<file path="src/rtl/spi_pkg.sv">
// Shared types and constants for the SPI mode-0 transmit master.
// Imported by the tick generator and the top level.
package spi_pkg;

    typedef enum logic [2:0] {
        IDLE,
        SETUP,
        SHIFT_HI,
        SHIFT_LO,
        HOLD
    } spi_state_t;

    localparam int SPI_CPOL    = 0;
    localparam int SPI_CPHA    = 0;
    localparam int DATA_W_DEF  = 8;
    localparam int CLK_DIV_DEF = 50;

    // Counter width able to hold 0..n-1, never narrower than one bit.
    function automatic int cnt_w(input int n);
        return (n > 1) ? $clog2(n) : 1;
    endfunction

endpackage

</file>
<file path="src/rtl/spi_tick_gen.sv">
// SCLK half-period timer.
// Pulses half_tick on the last cycle of each half-period while enabled.
module spi_tick_gen
    import spi_pkg::*;
#(
    parameter int CLK_DIV = CLK_DIV_DEF
) (
    input  logic clk_100,
    input  logic a_rst,
    input  logic clear,
    input  logic en,
    output logic half_tick
);

    localparam int DW = cnt_w(CLK_DIV);
    localparam logic [DW-1:0] LAST = DW'(CLK_DIV - 1);

    logic [DW-1:0] r_div_cnt;

    // Free-running divider, restarted whenever the FSM changes state.
    always_ff @(posedge clk_100 or posedge a_rst) begin
        if (a_rst) begin
            r_div_cnt <= '0;
        end else if (clear || !en || (r_div_cnt == LAST)) begin
            r_div_cnt <= '0;
        end else begin
            r_div_cnt <= r_div_cnt + 1'b1;
        end
    end

    assign half_tick = en && (r_div_cnt == LAST);

endmodule

</file>
<file path="src/rtl/spi_master_tx.sv">
// SPI mode-0 transmit master with a button-driven value counter.
// start_send snapshots the counter and shifts it out MSB first.
module spi_master_tx
    import spi_pkg::*;
#(
    parameter int DATA_W  = DATA_W_DEF,
    parameter int CLK_DIV = CLK_DIV_DEF
) (
    input  logic              clk_100,
    input  logic              a_rst,
    input  logic              s_rst,
    input  logic              next_count,
    input  logic              start_send,
    output logic              sclk,
    output logic              mosi,
    output logic              cs_n,
    output logic              busy,
    output logic              done,
    output logic [DATA_W-1:0] count_val
);

    localparam int BW = cnt_w(DATA_W);
    localparam logic [BW-1:0] LAST_BIT = BW'(DATA_W - 1);
    localparam logic SCLK_IDLE = 1'(SPI_CPOL);

    spi_state_t        r_state;
    logic [DATA_W-1:0] r_shreg;
    logic [BW-1:0]     r_bit_cnt;
    logic              r_sclk;
    logic              r_mosi;
    logic              r_cs_n;
    logic              r_busy;
    logic              r_done;
    logic [DATA_W-1:0] r_count;

    spi_state_t        w_state_nxt;
    logic [DATA_W-1:0] w_shreg_nxt;
    logic [BW-1:0]     w_bit_nxt;
    logic              w_sclk_nxt;
    logic              w_mosi_nxt;
    logic              w_cs_n_nxt;
    logic              w_busy_nxt;
    logic              w_done_nxt;
    logic              w_half_tick;
    logic              w_clear;
    logic              w_en;

    assign w_en    = (r_state != IDLE);
    assign w_clear = (w_state_nxt != r_state) || s_rst;

    spi_tick_gen #(
        .CLK_DIV (CLK_DIV)
    ) u_tick (
        .clk_100   (clk_100),
        .a_rst     (a_rst),
        .clear     (w_clear),
        .en        (w_en),
        .half_tick (w_half_tick)
    );

    // Next-state and next-output logic for the frame sequencer.
    always_comb begin
        w_state_nxt = r_state;
        w_shreg_nxt = r_shreg;
        w_bit_nxt   = r_bit_cnt;
        w_sclk_nxt  = r_sclk;
        w_mosi_nxt  = r_mosi;
        w_cs_n_nxt  = r_cs_n;
        w_busy_nxt  = r_busy;
        w_done_nxt  = 1'b0;
        unique case (r_state)
            IDLE: begin
                // The done cycle itself never accepts a new frame.
                if (start_send && !r_done) begin
                    w_state_nxt = SETUP;
                    w_shreg_nxt = r_count;
                    w_mosi_nxt  = r_count[DATA_W-1];
                    w_cs_n_nxt  = 1'b0;
                    w_busy_nxt  = 1'b1;
                    w_sclk_nxt  = SCLK_IDLE;
                    w_bit_nxt   = '0;
                end
            end
            SETUP: begin
                if (w_half_tick) begin
                    w_state_nxt = SHIFT_HI;
                    w_sclk_nxt  = ~SCLK_IDLE;
                end
            end
            SHIFT_HI: begin
                if (w_half_tick) begin
                    w_sclk_nxt = SCLK_IDLE;
                    if (r_bit_cnt == LAST_BIT) begin
                        w_state_nxt = HOLD;
                    end else begin
                        w_state_nxt = SHIFT_LO;
                        w_shreg_nxt = {r_shreg[DATA_W-2:0], 1'b0};
                        w_mosi_nxt  = r_shreg[DATA_W-2];
                        w_bit_nxt   = r_bit_cnt + 1'b1;
                    end
                end
            end
            SHIFT_LO: begin
                if (w_half_tick) begin
                    w_state_nxt = SHIFT_HI;
                    w_sclk_nxt  = ~SCLK_IDLE;
                end
            end
            HOLD: begin
                if (w_half_tick) begin
                    w_state_nxt = IDLE;
                    w_cs_n_nxt  = 1'b1;
                    w_busy_nxt  = 1'b0;
                    w_mosi_nxt  = 1'b0;
                    w_done_nxt  = 1'b1;
                end
            end
            default: begin
                w_state_nxt = IDLE;
            end
        endcase
    end

    // FSM and output registers; either reset aborts a frame silently.
    always_ff @(posedge clk_100 or posedge a_rst) begin
        if (a_rst) begin
            r_state   <= IDLE;
            r_shreg   <= '0;
            r_bit_cnt <= '0;
            r_sclk    <= SCLK_IDLE;
            r_mosi    <= 1'b0;
            r_cs_n    <= 1'b1;
            r_busy    <= 1'b0;
            r_done    <= 1'b0;
        end else if (s_rst) begin
            r_state   <= IDLE;
            r_shreg   <= '0;
            r_bit_cnt <= '0;
            r_sclk    <= SCLK_IDLE;
            r_mosi    <= 1'b0;
            r_cs_n    <= 1'b1;
            r_busy    <= 1'b0;
            r_done    <= 1'b0;
        end else begin
            r_state   <= w_state_nxt;
            r_shreg   <= w_shreg_nxt;
            r_bit_cnt <= w_bit_nxt;
            r_sclk    <= w_sclk_nxt;
            r_mosi    <= w_mosi_nxt;
            r_cs_n    <= w_cs_n_nxt;
            r_busy    <= w_busy_nxt;
            r_done    <= w_done_nxt;
        end
    end

    // Value counter, advancing in every state; s_rst beats next_count.
    always_ff @(posedge clk_100 or posedge a_rst) begin
        if (a_rst) begin
            r_count <= '0;
        end else if (s_rst) begin
            r_count <= '0;
        end else if (next_count) begin
            r_count <= r_count + 1'b1;
        end
    end

    assign sclk      = r_sclk;
    assign mosi      = r_mosi;
    assign cs_n      = r_cs_n;
    assign busy      = r_busy;
    assign done      = r_done;
    assign count_val = r_count;

endmodule
</file>
<file path="config.mk">
export PLATFORM = sky130hd
export DESIGN_NAME = spi_master_tx
export DESIGN_NICKNAME = d
export VERILOG_FILES = /design/src/rtl/spi_pkg.sv /design/src/rtl/spi_tick_gen.sv /design/src/rtl/spi_master_tx.sv
export SDC_FILE = /design/constraint.sdc
export NUM_CORES = 1
export LEC_CHECK = 0
export ABC_CLOCK_PERIOD_IN_PS = 5600
export CAP_MARGIN = 15
export CORE_ASPECT_RATIO = 0.6
export CORE_MARGIN = 2
export CORE_UTILIZATION = 41
export CTS_CLUSTER_DIAMETER = 40
export DETAILED_ROUTE_END_ITERATION = 8
export DONT_BUFFER_PORTS = 1
export PLACE_DENSITY = 0.62
export SYNTH_ARGS = -nofsm -noshare
export SYNTH_HDL_FRONTEND = slang
export SYNTH_HIERARCHICAL = 1
export SYNTH_SLANG_ARGS = --single-unit
</file>
<file path="constraint.sdc">
create_clock -name clk_100 -period 5.6 [get_ports clk_100]
set_clock_uncertainty 0.1 [all_clocks]
set_input_delay 0.56 -clock clk_100 [delete_from_list [all_inputs] [get_ports clk_100]]
set_output_delay 0.56 -clock clk_100 [all_outputs]
set_load 0.01 [all_outputs]
</file>
; Yosys cells after proc, flatten, opt, wreduce, memory -nomap -nowiden
; Index checks and enable logic that the tools add are counted.
[word_totals]
register_bits = 32
inputBits = 5
out_inout_bits = 13
elab_cells = 82
[op_classes]
n_reduce_logical = 19
eq_ne = 12
addsub = 3
muxes = 38
[op_table]
columns = op, n
row1 = 3-bit two-way mux, 10
row2 = 7-bit two-way mux, 4
row3 = 8-bit two-way mux, 2
row4 = 1-bit two-way mux, 14
row5 = 7-bit one-hot mux with 2 select lines, 1
row6 = 3-bit one-hot mux with 4 select lines, 1
row7 = 3-bit nonzero test, 3
row8 = 8-bit by 1-bit adder with 8-bit output (second input constant), 1
row9 = 4-bit AND reduction, 2
row10 = 4-bit nonzero test, 2
row11 = 6-bit by 1-bit adder with 6-bit output (second input constant), 1
row12 = 3-bit by 2-bit equality test with 1-bit output (second input constant), 2
row13 = 3-bit equality test (second input constant), 2
row14 = 6-bit equality test (second input constant), 1
row15 = 6-bit two-way mux, 1
row16 = 3-bit by 2-bit != test with 1-bit output (second input constant), 2
row17 = 3-bit != test (second input constant), 2
row18 = 1-bit one-hot mux with 3 select lines, 2
row19 = 3-bit one-hot mux with 2 select lines, 1
row20 = 5-bit AND reduction, 1
row21 = 1-bit one-hot mux with 2 select lines, 2
row22 = 3-bit by 1-bit adder with 3-bit output (second input constant), 1
row23 = 3-bit by 1-bit equality test with 1-bit output (second input constant), 1
row24 = 3-bit zero test, 1
row25 = other kinds (8), 12

; Logic depth before layout (Yosys ltp)
; Gate-level depths: netlist of run 1.
[logic_depth]
word_depth = 9
ltp_mapped = 10
depth_no_buf = 9

; By module
; The synthesis of run 1 kept the hierarchy.
[modules_own_cells]
columns = mod, cells_per_inst, instances, seq_area_each_um2, area_per_inst_um2
row1 = spi_master_tx, 144, 1, 651.9, 1442.6
row2 = spi_tick_gen, 28, 1, 150.1, 305.3

; Least setup slack after synthesis of run 1
; OpenSTA, ideal clock, no wires.
[synth_path]
path_type = register to register
from = reg u_tick.r_div_cnt[1]
to = reg r_shreg[0]
path_slack_ns = 3.596
arrival_ns = 1.779
path_stages_with_launch = 10
path_buffers = 1
synth_period_minus_slack_ns = 2.004
path_cell_list = dfrtp_1 > inv_1 > ha_1 > nand4b_1 > nor3b_1 > nand2b_1 > a21boi_1 > o21a_1 > buf_6 > mux2_4
[synth_via]
elab_chain_cells = 4
[synth_lines]
columns = item, line
row1 = from (decl), spi_tick_gen.sv:18  ; logic [DW-1:0] r_div_cnt;
row2 = from (signal assigned), spi_tick_gen.sv:27  ; r_div_cnt <= r_div_cnt + 1'b1;
row3 = 6-bit equality test, spi_tick_gen.sv:31  ; assign half_tick = en && (r_div_cnt == LAST);
row4 = 1-bit logical AND, spi_tick_gen.sv:31
row5 = net w_half_tick, spi_master_tx.sv:44  ; logic w_half_tick;
row6 = 3-bit by 2-bit != test with 1-bit output (no source line), n/a
row7 = 4-bit AND reduction (no source line), n/a
row8 = to (signal assigned), spi_master_tx.sv:146  ; r_shreg <= w_shreg_nxt;
row9 = to (decl), spi_master_tx.sv:27  ; logic [DATA_W-1:0] r_shreg;
; The timed path passes the listed nets, and every way through them passes these cells.
; A chain may end at the register's enable or synchronous reset.

; Worst setup path in the final report of run 1
[layout_path]
from = reg r_state[0]
to = reg r_shreg[3]
[layout_via]
elab_chain_cells = 4
elab_cells_between_ends = 11
[layout_lines]
columns = item, line
row1 = from (decl), spi_master_tx.sv:26  ; spi_state_t r_state;
row2 = from (signal assigned), spi_master_tx.sv:145  ; r_state <= w_state_nxt;
row3 = 3-bit nonzero test, spi_master_tx.sv:48  ; assign w_en = (r_state != IDLE);
row4 = net w_en, spi_master_tx.sv:46  ; logic w_en;
row5 = 1-bit logical AND, spi_tick_gen.sv:31
row6 = net w_half_tick, spi_master_tx.sv:44
row7 = 3-bit by 2-bit != test with 1-bit output (no source line), n/a
row8 = 4-bit AND reduction (no source line), n/a
; The timed path passes the listed nets, and every way through them passes these cells.

==> reports/results.txt, run 1 <==
Outcome = finished, final reports clean
DPL Wire Length = 2.43 mm
Leak = 0.827 nW
Post-Synthesis Cells = 172
# IOs = 18
Synth Cell Area = 1750 um^2
Fin. Hold Viols = 0
Most frequent cells in the layout = 31 x dfrtp_1, 21 x nor2_1, 10 x o21ai_0, 9 x inv_1, 8 x mux2i_1
CTS Root Cell = clkbuf_8
CP Launch Point = r_state[0]
Syn avg cell area = 10.2 um^2
Total global routing track utilization = 16.6%
Pwr dens = 243 nW/um^2
Max Cap Violations = 0
Asr flop ratio synth = 100%
First-pass GRT wire length = 5.87 mm
Core area = 4100 um^2
Vias in the first global route = 1205
Drt wl/cell = 14.8 um
CTS tree = yes
RSZ-0062 raised after global routing = false
Synth Flop Type = dfrtp_1
Clk_lat worst skew = 0.29 ns
ANT cells = 0
Remaining DRCs = 0
CP required = 5.67 ns
Layout Nets = 183
Initial Util = 42.6%
Placer Congestion = 0.786
DRT iter0 DRCs = 50
Post-cts sizing count = 0
Inserted Clock Buffers = 5
Drt pass-1 iters = 4
DIE AREA = 4820 um^2
Dominant cell type by area after synthesis = dfrtp_1
Final core occ = 46.4%
Num Clock Sinks = 32
Slew margin rel. = 63.0%
Sequential fraction of the synthesis area = 45.9%
Clk pin slew, worst setup/hold paths = 0.06 ns
Rows = 18
Fin crit period = 2.65 ns
Net Count, Synth = 182
Area Overhead vs Synth = 8.80%
Arrival time worst endpoint = 2.72 ns
Non-Filler Instances = 234
Crit start category = register
Number of flops mapped to enable cells by yosys = 0
Fmax = 377 MHz
Crit end category = register
Port Buffers = 0
Worst min-delay path category = input port to asynchronous set/reset pin
Setup TNS = 0 ns
DIE HEIGHT = 54.6 um
Seq cells post-synth = 32
Yosys Warn Count = 6
VDD IR max = 0.0000972 V
Die W = 88.3 um
Reg-to-Reg Start = r_state[0]
Vias per inst = 5.27
Top post-synthesis cells by area = dfrtp_1 44%, mux2_4 6.0%, mux2i_1 4.6%, nor2_1 4.5%, ha_1 3.6%
H-tree depth = 2
Total vias in the final route = 1234
Congestion Overflow GR = 0
Antenna violations before repair = 0
Slew Limit Fails = 0
Critical Path Fanout Max = 15
Yosys top cell area share = 44.4%
Critical path class = register to register
Post-route ant nets = 0
Final WL = 3.46 mm
Post-route clock period utilization = 47.3%
Setup violations, final = 0
Fraction of layout cells with a size suffix above 1 = 13.2%
Least-Margin Pin Slew = 0.547 ns
Most common cell after layout, fill and taps aside = dfrtp_1
Placed insts = 223
Largest net degree at the start of global routing = 31
Hold_ws = 0.0241 ns
Count of cell types in the netlist = 44
Clock Tree Buf Depth = 2
## cells in the mapped netlist (2+ instances only)
cell / number
ha_1: 5
clkbuf_1: 3
nor2b_1: 2
xnor2_1: 2
inv_1: 9
a22oi_1: 2
o21ai_0: 10
nand2_1: 6
mux2_4: 7
nor3_1: 2
nand3_1: 4
nor2_1: 21
xor2_1: 6
nand3b_1: 2
buf_6: 2
nor3b_1: 5
or3_1: 5
a21oi_1: 6
dfrtp_1: 31
nand2b_1: 5
buf_2: 4
mux2i_1: 8
nand4_1: 4
## routing by layer
layer	track usage (%)	part of all wire (%)	vias up
met5	0	0	-
met4	8.08	1.9	0
met3	6.03	5.3	8
met2	23.1	42	20
met1	22.8	51	603
li1	-	-	603
## timing repair
item | CTS | global route
buffers inserted | 0 | 0
endpoints found under the hold margin | 6 | 0
hold buffers | 1 | 0
## critical path, cell delays in order, from the launching register on
cell,delay (ns)
dfrtp_1,0.61
or3_1,0.24
nor3b_1,0.39
nand2b_1,0.20
a21boi_1,0.18
o21a_1,0.48
mux2_4,0.34
## metrics by stage
step,cell area [um^2],worst slack (ns),total power (W)
after floorplan,1750,3.60,0.000278
after global placement,1770,2.56,0.000278
after detailed placement,1770,2.36,0.000280
after CTS,1870,2.34,0.000466
after global routing,1900,2.75,0.000482
final,1900,2.95,0.000462
## final timing paths
check	end	cells after the start	slack [ns]
hold / removal	sclk	1	0.02
setup / recovery	r_shreg[3]	6	2.95
max in group asynchronous	u_tick/r_div_cnt[1]	2	4.70
min in group clk_100	r_state[0]	1	0.23
setup reg to reg	r_shreg[3]	6	2.95
hold reg to reg	u_tick/r_div_cnt[0]	1	0.42
## power breakdown
part           internal, W   total, W  switching (W)
Combinational    0.0000153  0.0000334      0.0000180
Clock             0.000100   0.000184      0.0000836
Sequential        0.000237   0.000245     0.00000841
## cell families (layout without fill, tap and decap cells)
logic type      after synthesis  in the layout  synth area share [%]
compound gates               30             30                  11.0
fa+ha+maj                     5              5                  3.58
simple gates                 63             63                  19.5
buf+inv                      19             21                  5.44
mux                          15             15                  10.6
flops                        32             32                  45.9
xor+xnor                      8              8                  4.01
## state kept, by name, summed over array words and instances (netlist names)
signal / count
sclk: 1
done: 1
r_shreg: 7
count_val: 8
cs_n: 1
mosi: 1
r_bit_cnt: 3
u_tick/r_div_cnt: 6
r_state: 3
busy: 1
## cell type report
| cell class | instances | area [um^2] |
|---|---|---|
| sequential | 32 | 802 |
| fill | 390 | 2200 |
| multi-input combinational | 121 | 851 |
| timing repair buffer | 4 | 50.0 |
| tap | 60 | 75.1 |
| clock buffer | 8 | 90.1 |
| inverter | 9 | 33.8 |
No activity file was read; power rests on OpenSTA's default activity.
==> run 2, diff against run 1 <==
ABC_CLOCK_PERIOD_IN_PS = 2200   (was 5600)
PLACE_DENSITY = 0.64   (was 0.62)
clock period = 2.2 ns   (was 5.6 ns; I/O delays follow)
==> run 2 against run 1 <==
  * Critical path depth increased by 3
  * Critical path type unchanged
  * Maximum frequency increased by 27%
  * Design area increased by 3.6%
  * Setup slack got worse by 2.8 ns
  * Core utilization increased by 1.6 points
  * Combinational power increased to 3.3 times the previous value
  * First-iteration DRC count decreased by 16%
  * Clock-buffer cell count decreased by 2
  * Sequential power increased to 2.5 times the previous value
  * Routed wire length increased by 2.3%
  * Clock power increased by 140%
  * Largest power group unchanged
==> reports/results.txt, run 2 (synthesis gave the netlist of run 1 again) <==
Outcome = finished, final reports clean
Slowest-stage cell, CP = dfrtp_1
Fmax = 481 MHz (+27%)
DIE HEIGHT = 54.6 um (unchanged)
VDD IR max = 0.000315 V (+220%)
Total vias in the final route = 1264 (+2.4%)
CP endpoint = r_shreg[5]
Fin crit period = 2.08 ns (-0.569 ns)
Crit start category = register
# IOs = 18 (unchanged)
Clock Tree Buf Depth = 2 (unchanged)
DRT iter0 DRCs = 42 (-16%)
Placer Congestion = 0.791 (+0.64%)
Post-route ant nets = 0 (unchanged)
Vias per inst = 5.20 (-1.4%)
Worst min-delay path category = input port to register
Most common cell after layout, fill and taps aside = dfrtp_1
CTS tree = yes
Leak = 0.864 nW (+4.4%)
Inserted Clock Buffers = 5 (unchanged)
Antenna violations before repair = 0 (unchanged)
Vias in the first global route = 1202 (-0.25%)
DPL Wire Length = 2.47 mm (+1.6%)
Area Overhead vs Synth = 12.7%
Worst-path cell chain = inv_1 -> ha_1 -> nand4b_1 -> nor3b_2 -> nand2b_1 -> a21boi_1 -> o21a_1 -> buf_12 -> mux2_4
CP Launch Point = u_tick/r_div_cnt[1]
Arrival time worst endpoint = 2.14 ns (-0.58 ns)
Fill cell count = 387 (-0.77%)
Hold_ws = 0.0348 ns (+0.0106 ns)
R2R cell count = 9 (+3)
Critical Path Fanout Max = 10 (-5)
Tot Pwr = 0.00116 W (+150%)
Layout Nets = 192 (+4.9%)
Rows = 18 (unchanged)
Max reg flops = 8 (unchanged)
Pwr dens = 591 nW/um^2 (+140%)
H-tree depth = 2 (unchanged)
Fin. Hold Viols = 0 (unchanged)
Most frequent cells in the layout = 31 x dfrtp_1, 21 x nor2_1, 10 x o21ai_0, 9 x inv_1, 9 x buf_4
Die W = 88.3 um (unchanged)
Slew Limit Fails = 0 (unchanged)
R2R Setup Slk = 0.12 ns (-2.83 ns)
Crit end category = register
Critical path class = register to register
Num Clock Sinks = 32 (unchanged)
Initial Util = 42.6% (unchanged)
Clk pin slew, worst setup/hold paths = 0.07 ns (about the same)
Setup violations, final = 0 (unchanged)
ANT cells = 0 (unchanged)
Total global routing track utilization = 17.3% (+0.74 points)
Drt pass-1 iters = 4 (unchanged)
Port Buffers = 0 (unchanged)
Core area = 4100 um^2 (unchanged)
First-pass GRT wire length = 5.90 mm (+0.58%)
Least-Margin Pin Slew = 0.636 ns (+0.0888 ns)
Congestion Overflow GR = 0 (unchanged)
Drt wl/cell = 14.6 um (-1.4%)
Clk_lat worst skew = 0.29 ns (about the same)
Final WL = 3.54 mm (+2.3%)
Post-CTS setup buffer count = 0 (unchanged)
CTS Root Cell = clkbuf_8
Slew margin rel. = 57.4% (-5.5 points)
Remaining DRCs = 0 (unchanged)
Max incr delay on CP = 0.41 ns (-0.20 ns)
Reg-to-Reg End = r_shreg[5]
CP required = 2.26 ns (-3.41 ns)
Fraction of layout cells with a size suffix above 1 = 17.5% (+4.3 points)
Max Cap Violations = 0 (unchanged)
Post-route clock period utilization = 94.6% (+47 points)
Final core occ = 48.0% (+1.6 points)
DIE AREA = 4820 um^2 (unchanged)
Reg-to-Reg Start = u_tick/r_div_cnt[1]
Largest net degree at the start of global routing = 27 (-13%)
-- run 2: final cells by class --
type / count / area [um^2] / share of cell area, %
inverters: 9 / 33.8 / 1.72
flip-flops and latches: 32 / 802 / 40.7
repair buffers: 13 / 118 / 5.97
clock buffers: 6 / 72.6 / 3.68
clock inverters: 2 / 12.5 / 0.635
multi-input cells: 121 / 856 / 43.5
well taps: 60 / 75.1 / 3.81
-- run 2: where the power goes --
group	switching, W	internal [W]
clock	0.000217	0.000221
sequential	0.0000154	0.000602
combinational	0.0000594	0.0000500
-- run 2: critical path, delay by kind of cell (launching register included) --
| family | cells | cell delay (ns) |
|---|---|---|
| AOI/OAI and AO/OA | 2 | 0.34 |
| and+or+nand+nor | 3 | 0.47 |
| muxes | 1 | 0.30 |
| adders and majority gates | 1 | 0.13 |
| DFF | 1 | 0.41 |
| buffers and inverters | 2 | 0.22 |
-- run 2: worst min path at each step --
| stage | start | slack [ns] | end | cells past startpoint |
|---|---|---|---|---|
| final | s_rst | 0.03 | mosi | 2 |
| after global routing | s_rst | 0.04 | mosi | 2 |
| after CTS | s_rst | 0.03 | mosi | 2 |
| after detailed placement | a_rst | -0.06 | u_tick/r_div_cnt[4] | 1 |
| after global placement | a_rst | -0.08 | u_tick/r_div_cnt[5] | 1 |
| after floorplan | a_rst | -0.09 | u_tick/r_div_cnt[0] | 1 |
-- run 2: repair_timing --
item / CTS / global route
endpoints found under the hold margin: 46 / 0
endpoints found under the setup margin: 0 / 8
gates resized for setup: 0 / 1
hold buffers: 3 / 0
-- run 2: layer usage --
| layer | track usage, % | up-vias | share of wire, % |
|---|---|---|---|
| met3 | 7.69 | 4 | 4.6 |
| met5 | 0 | - | 0 |
| li1 | - | 614 | - |
| met4 | 5.30 | 0 | 1.2 |
| met1 | 22.9 | 622 | 51 |
| met2 | 25.7 | 24 | 43 |
-- run 2: per-stage QoR --
stage / instances / instance area [um^2] / setup WS (ns) / TNS, ns
after global routing: 243 / 1970 / -0.00949 / -0.0226
after detailed placement: 232 / 1850 / 0.0709 / 0
final: 243 / 1970 / 0.120 / 0
after CTS: 243 / 1960 / 0.0664 / 0
after floorplan: 172 / 1750 / 0.196 / 0
after global placement: 232 / 1850 / 0.144 / 0
